## src/rtl/dmem_pkg.sv

```systemverilog
// Shared types and constants for the MEM-stage data-memory controller.
// Used by dmem_ctrl and, when DMEM_STORE_BUF_EN is defined, dmem_store_buf.
package dmem_pkg;

    localparam int DMEM_DATA_W = 32;

    // Byte-offset bits cleared to form the word address sent to memory.
    localparam logic [1:0] DMEM_BYTE_OFS_MASK = 2'b11;

    typedef enum logic [1:0] {
        S_IDLE = 2'd0,
        S_BUSY = 2'd1,
        S_DONE = 2'd2
    } state_t;

endpackage

```

## src/rtl/dmem_store_buf.sv

```systemverilog
// One-entry posted-write buffer; a loaded store is drained to memory until acked.
// Only present when DMEM_STORE_BUF_EN is defined.
`ifdef DMEM_STORE_BUF_EN
module dmem_store_buf
    import dmem_pkg::*;
#(
    parameter int DATA_W = DMEM_DATA_W
) (
    input  logic              i_clk,
    input  logic              i_clr,
    input  logic              i_load,
    input  logic              i_ack,
    input  logic [DATA_W-1:0] i_addr,
    input  logic [DATA_W-1:0] i_data,
    output logic              o_valid,
    output logic [DATA_W-1:0] o_addr,
    output logic [DATA_W-1:0] o_data
);

    logic              r_valid;
    logic [DATA_W-1:0] r_addr;
    logic [DATA_W-1:0] r_data;

    // Ack wins over load: the controller never loads a full buffer anyway.
    always_ff @(posedge i_clk) begin
        if (i_clr) begin
            r_valid <= 1'b0;
            r_addr  <= '0;
            r_data  <= '0;
        end else if (i_ack) begin
            r_valid <= 1'b0;
        end else if (i_load) begin
            r_valid <= 1'b1;
            r_addr  <= i_addr;
            r_data  <= i_data;
        end
    end

    assign o_valid = r_valid;
    assign o_addr  = r_addr;
    assign o_data  = r_data;

endmodule
`endif

```

## src/rtl/dmem_ctrl.sv

```systemverilog
// MEM-stage data-memory controller: req/ack handshake to off-chip memory, pipeline stall.
// Define DMEM_STORE_BUF_EN to let stores retire through a one-entry buffer without stalling.
module dmem_ctrl
    import dmem_pkg::*;
#(
    parameter int DATA_W = DMEM_DATA_W
) (
    input  logic              clk_i,
    input  logic              rst_i,
    input  logic              MemRead_i,
    input  logic              MemWrite_i,
    input  logic [DATA_W-1:0] addr_i,
    input  logic [DATA_W-1:0] wdata_i,
    output logic [DATA_W-1:0] rdata_o,
    output logic              stall_o,
    output logic              mem_req_o,
    output logic              mem_we_o,
    output logic [DATA_W-1:0] mem_addr_o,
    output logic [DATA_W-1:0] mem_wdata_o,
    input  logic              mem_ack_i,
    input  logic [DATA_W-1:0] mem_rdata_i
);

    localparam logic [DATA_W-1:0] LP_ALIGN_MASK = ~DATA_W'(DMEM_BYTE_OFS_MASK);

    state_t            r_state;
    logic              r_req;
    logic              r_we;
    logic [DATA_W-1:0] r_addr;
    logic [DATA_W-1:0] r_wdata;
    logic [DATA_W-1:0] r_rdata;

    logic              w_access;
    logic              w_is_store;
    logic              w_start;
    logic              w_wait;
    logic [DATA_W-1:0] w_word_addr;

    // Read wins when both strobes are high, so a store is only a pure write.
    assign w_access    = MemRead_i | MemWrite_i;
    assign w_is_store  = MemWrite_i & ~MemRead_i;
    assign w_word_addr = addr_i & LP_ALIGN_MASK;

`ifdef DMEM_STORE_BUF_EN
    logic              w_buf_valid;
    logic              w_buf_load;
    logic              w_buf_ack;
    logic [DATA_W-1:0] w_buf_addr;
    logic [DATA_W-1:0] w_buf_data;

    // Any access waits behind a pending write; loads never bypass it.
    assign w_wait     = (r_state == S_IDLE) && w_access && w_buf_valid;
    assign w_buf_load = (r_state == S_IDLE) && w_is_store && !w_buf_valid;
    assign w_start    = (r_state == S_IDLE) && w_access && !w_is_store && !w_buf_valid;
    assign w_buf_ack  = mem_ack_i && w_buf_valid;

    dmem_store_buf #(
        .DATA_W (DATA_W)
    ) u_store_buf (
        .i_clk   (clk_i),
        .i_clr   (rst_i),
        .i_load  (w_buf_load),
        .i_ack   (w_buf_ack),
        .i_addr  (w_word_addr),
        .i_data  (wdata_i),
        .o_valid (w_buf_valid),
        .o_addr  (w_buf_addr),
        .o_data  (w_buf_data)
    );

    // Buffer drain and FSM request are never active together.
    assign mem_req_o   = r_req | w_buf_valid;
    assign mem_we_o    = w_buf_valid ? 1'b1       : r_we;
    assign mem_addr_o  = w_buf_valid ? w_buf_addr : r_addr;
    assign mem_wdata_o = w_buf_valid ? w_buf_data : r_wdata;
`else
    assign w_wait  = 1'b0;
    assign w_start = (r_state == S_IDLE) && w_access;

    assign mem_req_o   = r_req;
    assign mem_we_o    = r_we;
    assign mem_addr_o  = r_addr;
    assign mem_wdata_o = r_wdata;
`endif

    always_ff @(posedge clk_i) begin
        if (rst_i) begin
            r_state <= S_IDLE;
            r_req   <= 1'b0;
            r_we    <= 1'b0;
            r_addr  <= '0;
            r_wdata <= '0;
            r_rdata <= '0;
        end else begin
            case (r_state)
                S_IDLE: begin
                    if (w_start) begin
                        r_addr  <= w_word_addr;
                        r_wdata <= wdata_i;
                        r_we    <= w_is_store;
                        r_req   <= 1'b1;
                        r_state <= S_BUSY;
                    end
                end
                S_BUSY: begin
                    if (mem_ack_i) begin
                        r_req <= 1'b0;
                        if (!r_we) begin
                            r_rdata <= mem_rdata_i;
                        end
                        r_state <= S_DONE;
                    end
                end
                // The EX/MEM request is still held here; it is not re-issued.
                S_DONE:  r_state <= S_IDLE;
                default: r_state <= S_IDLE;
            endcase
        end
    end

    assign stall_o = !rst_i && ((r_state == S_BUSY) || w_start || w_wait);
    assign rdata_o = r_rdata;

endmodule
```

## config.mk

```make
export PLATFORM = sky130hd
export DESIGN_NAME = dmem_ctrl
export DESIGN_NICKNAME = d
export VERILOG_FILES = /design/src/rtl/dmem_pkg.sv /design/src/rtl/dmem_store_buf.sv /design/src/rtl/dmem_ctrl.sv
export SDC_FILE = /design/constraint.sdc
export NUM_CORES = 1
export LEC_CHECK = 0
export CAP_MARGIN = 25
export CORE_ASPECT_RATIO = 1.5
export CORE_MARGIN = 8
export CORE_UTILIZATION = 37
export CTS_CLUSTER_DIAMETER = 100
export DETAILED_ROUTE_END_ITERATION = 6
export HOLD_SLACK_MARGIN = 0.06
export MAX_ROUTING_LAYER = met4
export PLACE_DENSITY_LB_ADDON = 0.05
export SYNTH_ARGS = -nofsm -noshare
export SYNTH_HDL_FRONTEND = slang
export SYNTH_SLANG_ARGS = --single-unit
```

## constraint.sdc

```tcl
create_clock -name clk_i -period 1.25 [get_ports clk_i]
set_input_delay 0.1875 -clock clk_i [delete_from_list [all_inputs] [get_ports clk_i]]
set_output_delay 0.1875 -clock clk_i [all_outputs]
set_load 0.01 [all_outputs]
```

# Word level (Yosys, flattened, before mapping)
# Cells that the tools add are included.
[totals]
latchBits = 0
memories = 0
ff_bits = 98
input_bits = 101
output_inout_bits = 99
ramBits = 0
mem_bits_ro = 0
[classes]
bitwise = 4
eq_ne = 3
n_lt_le_gt_ge = 0
div = 0
shifts = 0
mux = 6
reduce_logical = 10
mul = 0
addsub = 0
[ops]
columns = ["cell", "n"]
rows = [
  ["AND reduction 3 bit", 2],
  ["two-way mux 2 bit", 2],
  ["inequality test 2 bit (second input constant)", 2],
  ["one-hot mux 2 bit (2 select lines)", 1],
  ["AND reduction 2 bit", 2],
  ["equality test 2 x 1 -> 1 bit (second input constant)", 1],
  ["logical AND 1 bit", 2],
  ["zero test 2 bit", 1],
  ["two-way mux 1 bit", 2],
  ["inverter 1 bit", 2],
  ["one-hot mux 1 bit (2 select lines)", 1],
  ["nonzero test 2 bit", 1],
  ["AND 1 bit", 1],
  ["zero test 1 bit", 1],
  ["logical OR 1 bit", 1],
  ["bitwise OR 1 bit", 1],
]

# Depth between registers and ports, before layout
[logic_depth]
word_depth = 4
mapped_depth = 5

# Worst setup path after synthesis
# OpenSTA, ideal clock, no wires.
[synth_timing]
path_kind = "in2out"
start = "in rst_i"
end = "out stall_o"
path_buffers = 4
arrival_time_ns = 1.012
path_stages = 5
setup_slack_ns = 0.051
path_cell_list = "buf_2 -> buf_2 -> buf_4 -> buf_2 -> a21oi_1"
[synth_between]
elab_chain_len = 2
[synth_rtl]
columns = ["element", "line_no", "rtl"]
rows = [
  ["from (decl)", "dmem_ctrl.sv:9", "input logic rst_i,"],
  ["zero test 1 bit", "dmem_ctrl.sv:121", "assign stall_o = !rst_i && ((r_state == S_BUSY) || w_start || w_wait);"],
  ["logical AND 1 bit", "dmem_ctrl.sv:121", ""],
  ["to (decl)", "dmem_ctrl.sv:15", "output logic stall_o,"],
]
# No other way between the ends.

# Final worst setup path
[layout_timing]
start = "reg r_state[1]"
end = "reg r_rdata[21] (netlist: rdata_o[21])"
[layout_between]
elab_chain_len = 2
[layout_rtl]
columns = ["element", "line_no", "rtl"]
rows = [
  ["from (decl)", "dmem_ctrl.sv:26", "state_t r_state;"],
  ["from (signal assigned)", "dmem_ctrl.sv:88", "r_state <= S_IDLE;"],
  ["from (signal assigned)", "dmem_ctrl.sv:102", "r_state <= S_BUSY;"],
  ["from (signal assigned)", "dmem_ctrl.sv:111", "r_state <= S_DONE;"],
  ["equality test 2 x 1 -> 1 bit", "dmem_ctrl.sv:95", "case (r_state)"],
  ["AND reduction 3 bit (no source line)", "-", ""],
  ["to (signal assigned)", "dmem_ctrl.sv:109", "r_rdata <= mem_rdata_i;"],
  ["to (decl)", "dmem_ctrl.sv:31", "logic [DATA_W-1:0] r_rdata;"],
]
# No other way between the ends.
# A chain may end at the register's enable or synchronous reset.

==> implementation parameters <==
Parameter                              Value

Timing
  Achievable clock frequency    ~700 MHz
  Sum Neg Setup Slack    -3.379 ns
  Number of hold violations in the final report    0
  Post-route fraction of the period consumed by the critical path    1.128
  Worst rel slew slack    0.6220
  Final critical delay including setup and external delays    roughly 1.4 ns
  Slack of the critical path    -0.1599 ns
  Total of endpoints with negative setup slack in the final report    between 70 and 80
  Least-Margin Pin Slew    roughly 0.57 ns
  Max-slew violation count    0
  Hold WS    roughly 0.38 ns
  Unrepaired setup endpoints after global routing    true
  Layout Skew    0.005871 ns

Setup path
  Data required time at the worst endpoint    between 1.5 and 2 ns
  Reg2reg path depth    7
  Sort of element at the start of the critical path    flip-flop
  Startpoint-to-endpoint class of the critical path    reg2reg
  Arrival time at the worst endpoint    about 1.7 ns
  Internal reg-to-reg setup slack    -0.16 ns
  Reg-to-reg critical path startpoint    r_state[1]
  Worst setup EP type    flip-flop
  Worst flop-to-flop path endpoint    rdata_o[21]
  Critical Path Fanout Max    8

Detailed routing
  Uppermost layer routed    met4
  Pre-Repair DR Iteration Count    4
  Final Routed Wirelength    about 13 mm
  Routed wire length on met2    6.507 mm
  Metal-1 WL    4.924 mm
  Post-detailed-route via-to-cell ratio    about 4.6
  Average wire length per cell after detail routing    roughly 16 µm
  Initial drt markers    83
  Residual antenna-violating net count after detailed routing    0
  Vias    around 3.6k
  DRC errors left    0
  Length of routed met3 wiring    slightly below 1 mm

Clock network
  Number of CTS-inserted buffers    9
  Clock tree from TritonCTS    built
  Clock root buffer master    sky130_fd_sc_hd__clkbuf_16
  Clock net sink count    between 90 and 100
  CTS H-Tree Depth    3
  Clock slew at the register clock pins of the worst setup and hold paths    approximately 0.07 ns
  Source-to-sink clock delay at the later pin of the worst-skew pair    between 0.3 and 0.4 ns
  Number of buffers on the longest clock path    2

Pwr
  Part of the total power dissipated in combinational logic    0.230
  Power share of the clock group    0.337
  Int Power    between 5 and 6 mW
  Largest vdd supply drop    around 0.78 mV
  Switch share    0.2564
  Total leakage power    3.028 nW
  Cell area power density    1189 mW/mm²
  Net switching power    2.058 mW
  Total design power    roughly 8 mW
  Register share of total power    0.434

Status
  Run status    finished, violations left
  Violations in the final reports    setup timing

Place
  Placed cell count    approximately 750
  HPWL reported at the end of detailed placement    8.712 mm
  Placed inst area    about 0.0062 mm²
  Final GP Congestion    between 0.7 and 0.8
  PortBufs    about 200
  Setup Slack @ Placement    -0.4513 ns

Logic synthesis
  Syn Area/Cell    approximately 9.6 µm²
  Cell types with the largest area share after synthesis    sky130_fd_sc_hd__dfxtp_1, sky130_fd_sc_hd__nand2b_1, sky130_fd_sc_hd__mux2i_1
  Cell Area, Synth    between 0.004 and 0.005 mm²
  Synth cell types    21
  Synth Register Bits    between 90 and 100
  Portion of the post-synthesis area used by sequential elements    0.4749
  Yosys top cell by area    sky130_fd_sc_hd__dfxtp_1
  Synthesis warning total    0
  Synthesized netlist cell count    roughly 430
  Synth top area share    0.4749

GRT
  Initial antenna violation count    0
  Vias in the first global route    approximately 3.7k
  Global-route congestion overflow total    0
  Global-route wire length before repair    19.38 mm
  Pin count of the biggest net entering global routing    about 160
  Total global routing track utilization    0.1728

Finish
  Number of filler cells placed in the layout    slightly above 1k
  Share of final-layout standard cells stronger than drive strength 1    0.1097
  Area of all placed cells without fillers    approximately 0.0068 mm²
  Most common cell after layout, fill and taps aside    sky130_fd_sc_hd__nand2b_1
  Diodes inserted    0
  Layout overhead on the synthesized area    63.42%
  Number of nets in the finished design    around 730
  Commonest cells after routing, fill and taps aside    sky130_fd_sc_hd__nand2b_1, sky130_fd_sc_hd__clkdlybuf4s50_1, sky130_fd_sc_hd__dlygate4sd2_1
  Post-layout util    0.6173
  Final cell count without fillers    between 700 and 800

Floorplanning
  Count of boundary I/O pins    200
  Die extent in x    around 100 µm
  Core Region    roughly 0.011 mm²
  Die Footprint    around 0.015 mm²
  Y dimension of the die    approximately 150 µm
  Row count    47
  Effective utilization at floorplan    0.3777

Min path
  Cell depth of the worst min-delay path    3
  WHS Endpoint    r_state[1]
  Critical hold path startpoint    rst_i
  Path class of the lowest-slack min-delay path    in2reg

Run
  Count of maximum capacitance violations    0
-- flip-flops by register name, summed over array words and instances (netlist names) --
signal and cells:
mem_wdata_o 32, rdata_o 32, mem_addr_o 30, r_state 2, mem_req_o 1, mem_we_o 1
-- worst max path at each step --
stage               slack [ns]        from  cells past startpoint          end
detailed placement       -0.45   MemRead_i                      4      stall_o
CTS                      -0.17  r_state[1]                      7  rdata_o[26]
finish                   -0.16  r_state[1]                      7  rdata_o[21]
floorplan                 0.05       rst_i                      5      stall_o
global placement         -0.41  MemWrite_i                      4      stall_o
global route             -0.26  r_state[1]                      7  rdata_o[21]
-- synth_stat cells, drive strengths merged --
master,count
nand2b,125
dfxtp,98
nand2,65
mux2i,62
a21oi,36
buf,23
clkbuf,12
nor2,2
a211oi,1
conb,1
nand3b,1
nand4bb,1
nor4bb,1
o21a,1
o21ai,1
or2,1
-- cell type report --
| type | count | area [µm²] | area share |
|---|---|---|---|
| Multi-Input combinational cell | 299 | 1981 | 0.2934 |
| Sequential cell | 98 | 1968 | 0.2915 |
| Clock inverter | 3 | 22.52 | 0.003336 |
| Timing Repair Buffer | 225 | 2326 | 0.3445 |
| Clock buffer | 13 | 270.3 | 0.04003 |
| Tap cell | 147 | 183.9 | 0.02724 |
-- kinds of logic after synthesis --
logic type | share of synthesized area
simple gates | 0.2592
flops | 0.4749
mux | 0.1502
compound gates | 0.05300
buf+inv | 0.06178
other cells | 0.0009077
-- worst max-delay path: stages, from the launching register on --
cell                       delay, ns
sky130_fd_sc_hd__dfxtp_4        0.36
sky130_fd_sc_hd__buf_6          0.12
sky130_fd_sc_hd__nor4bb_4       0.27
sky130_fd_sc_hd__buf_6          0.17
sky130_fd_sc_hd__buf_12         0.11
sky130_fd_sc_hd__buf_12         0.12
sky130_fd_sc_hd__nand2_1        0.08
sky130_fd_sc_hd__a21oi_2        0.12
-- routing by layer --
| metal | up-vias | global-route usage |
|---|---|---|
| met5 | - | - |
| met2 | 131 | 0.2874 |
| li1 | 1786 | - |
| met4 | 0 | 0.07085 |
| met1 | 1671 | 0.1817 |
| met3 | 16 | 0.05603 |
-- power by group through the flow --
stage               Clock, mW  Combinational, mW  Sequential (mW)
finish                   2.70               1.85             3.48
global route             2.93               1.98             3.51
CTS                      2.79               1.84             3.48
detailed placement          0               1.75             3.56
global placement            0               1.73             3.55
floorplan                   0              0.691             3.66
-- timing repair --
item	in CTS	in global routing
endpoints found under the setup margin	172	96
pin swaps	2	5
gates cloned	6	2
setup buffers	7	4
hold buffers	0	0
hold endpoints to repair	0	0
resized for setup	116	16
No activity file was read; power rests on OpenSTA's default activity.
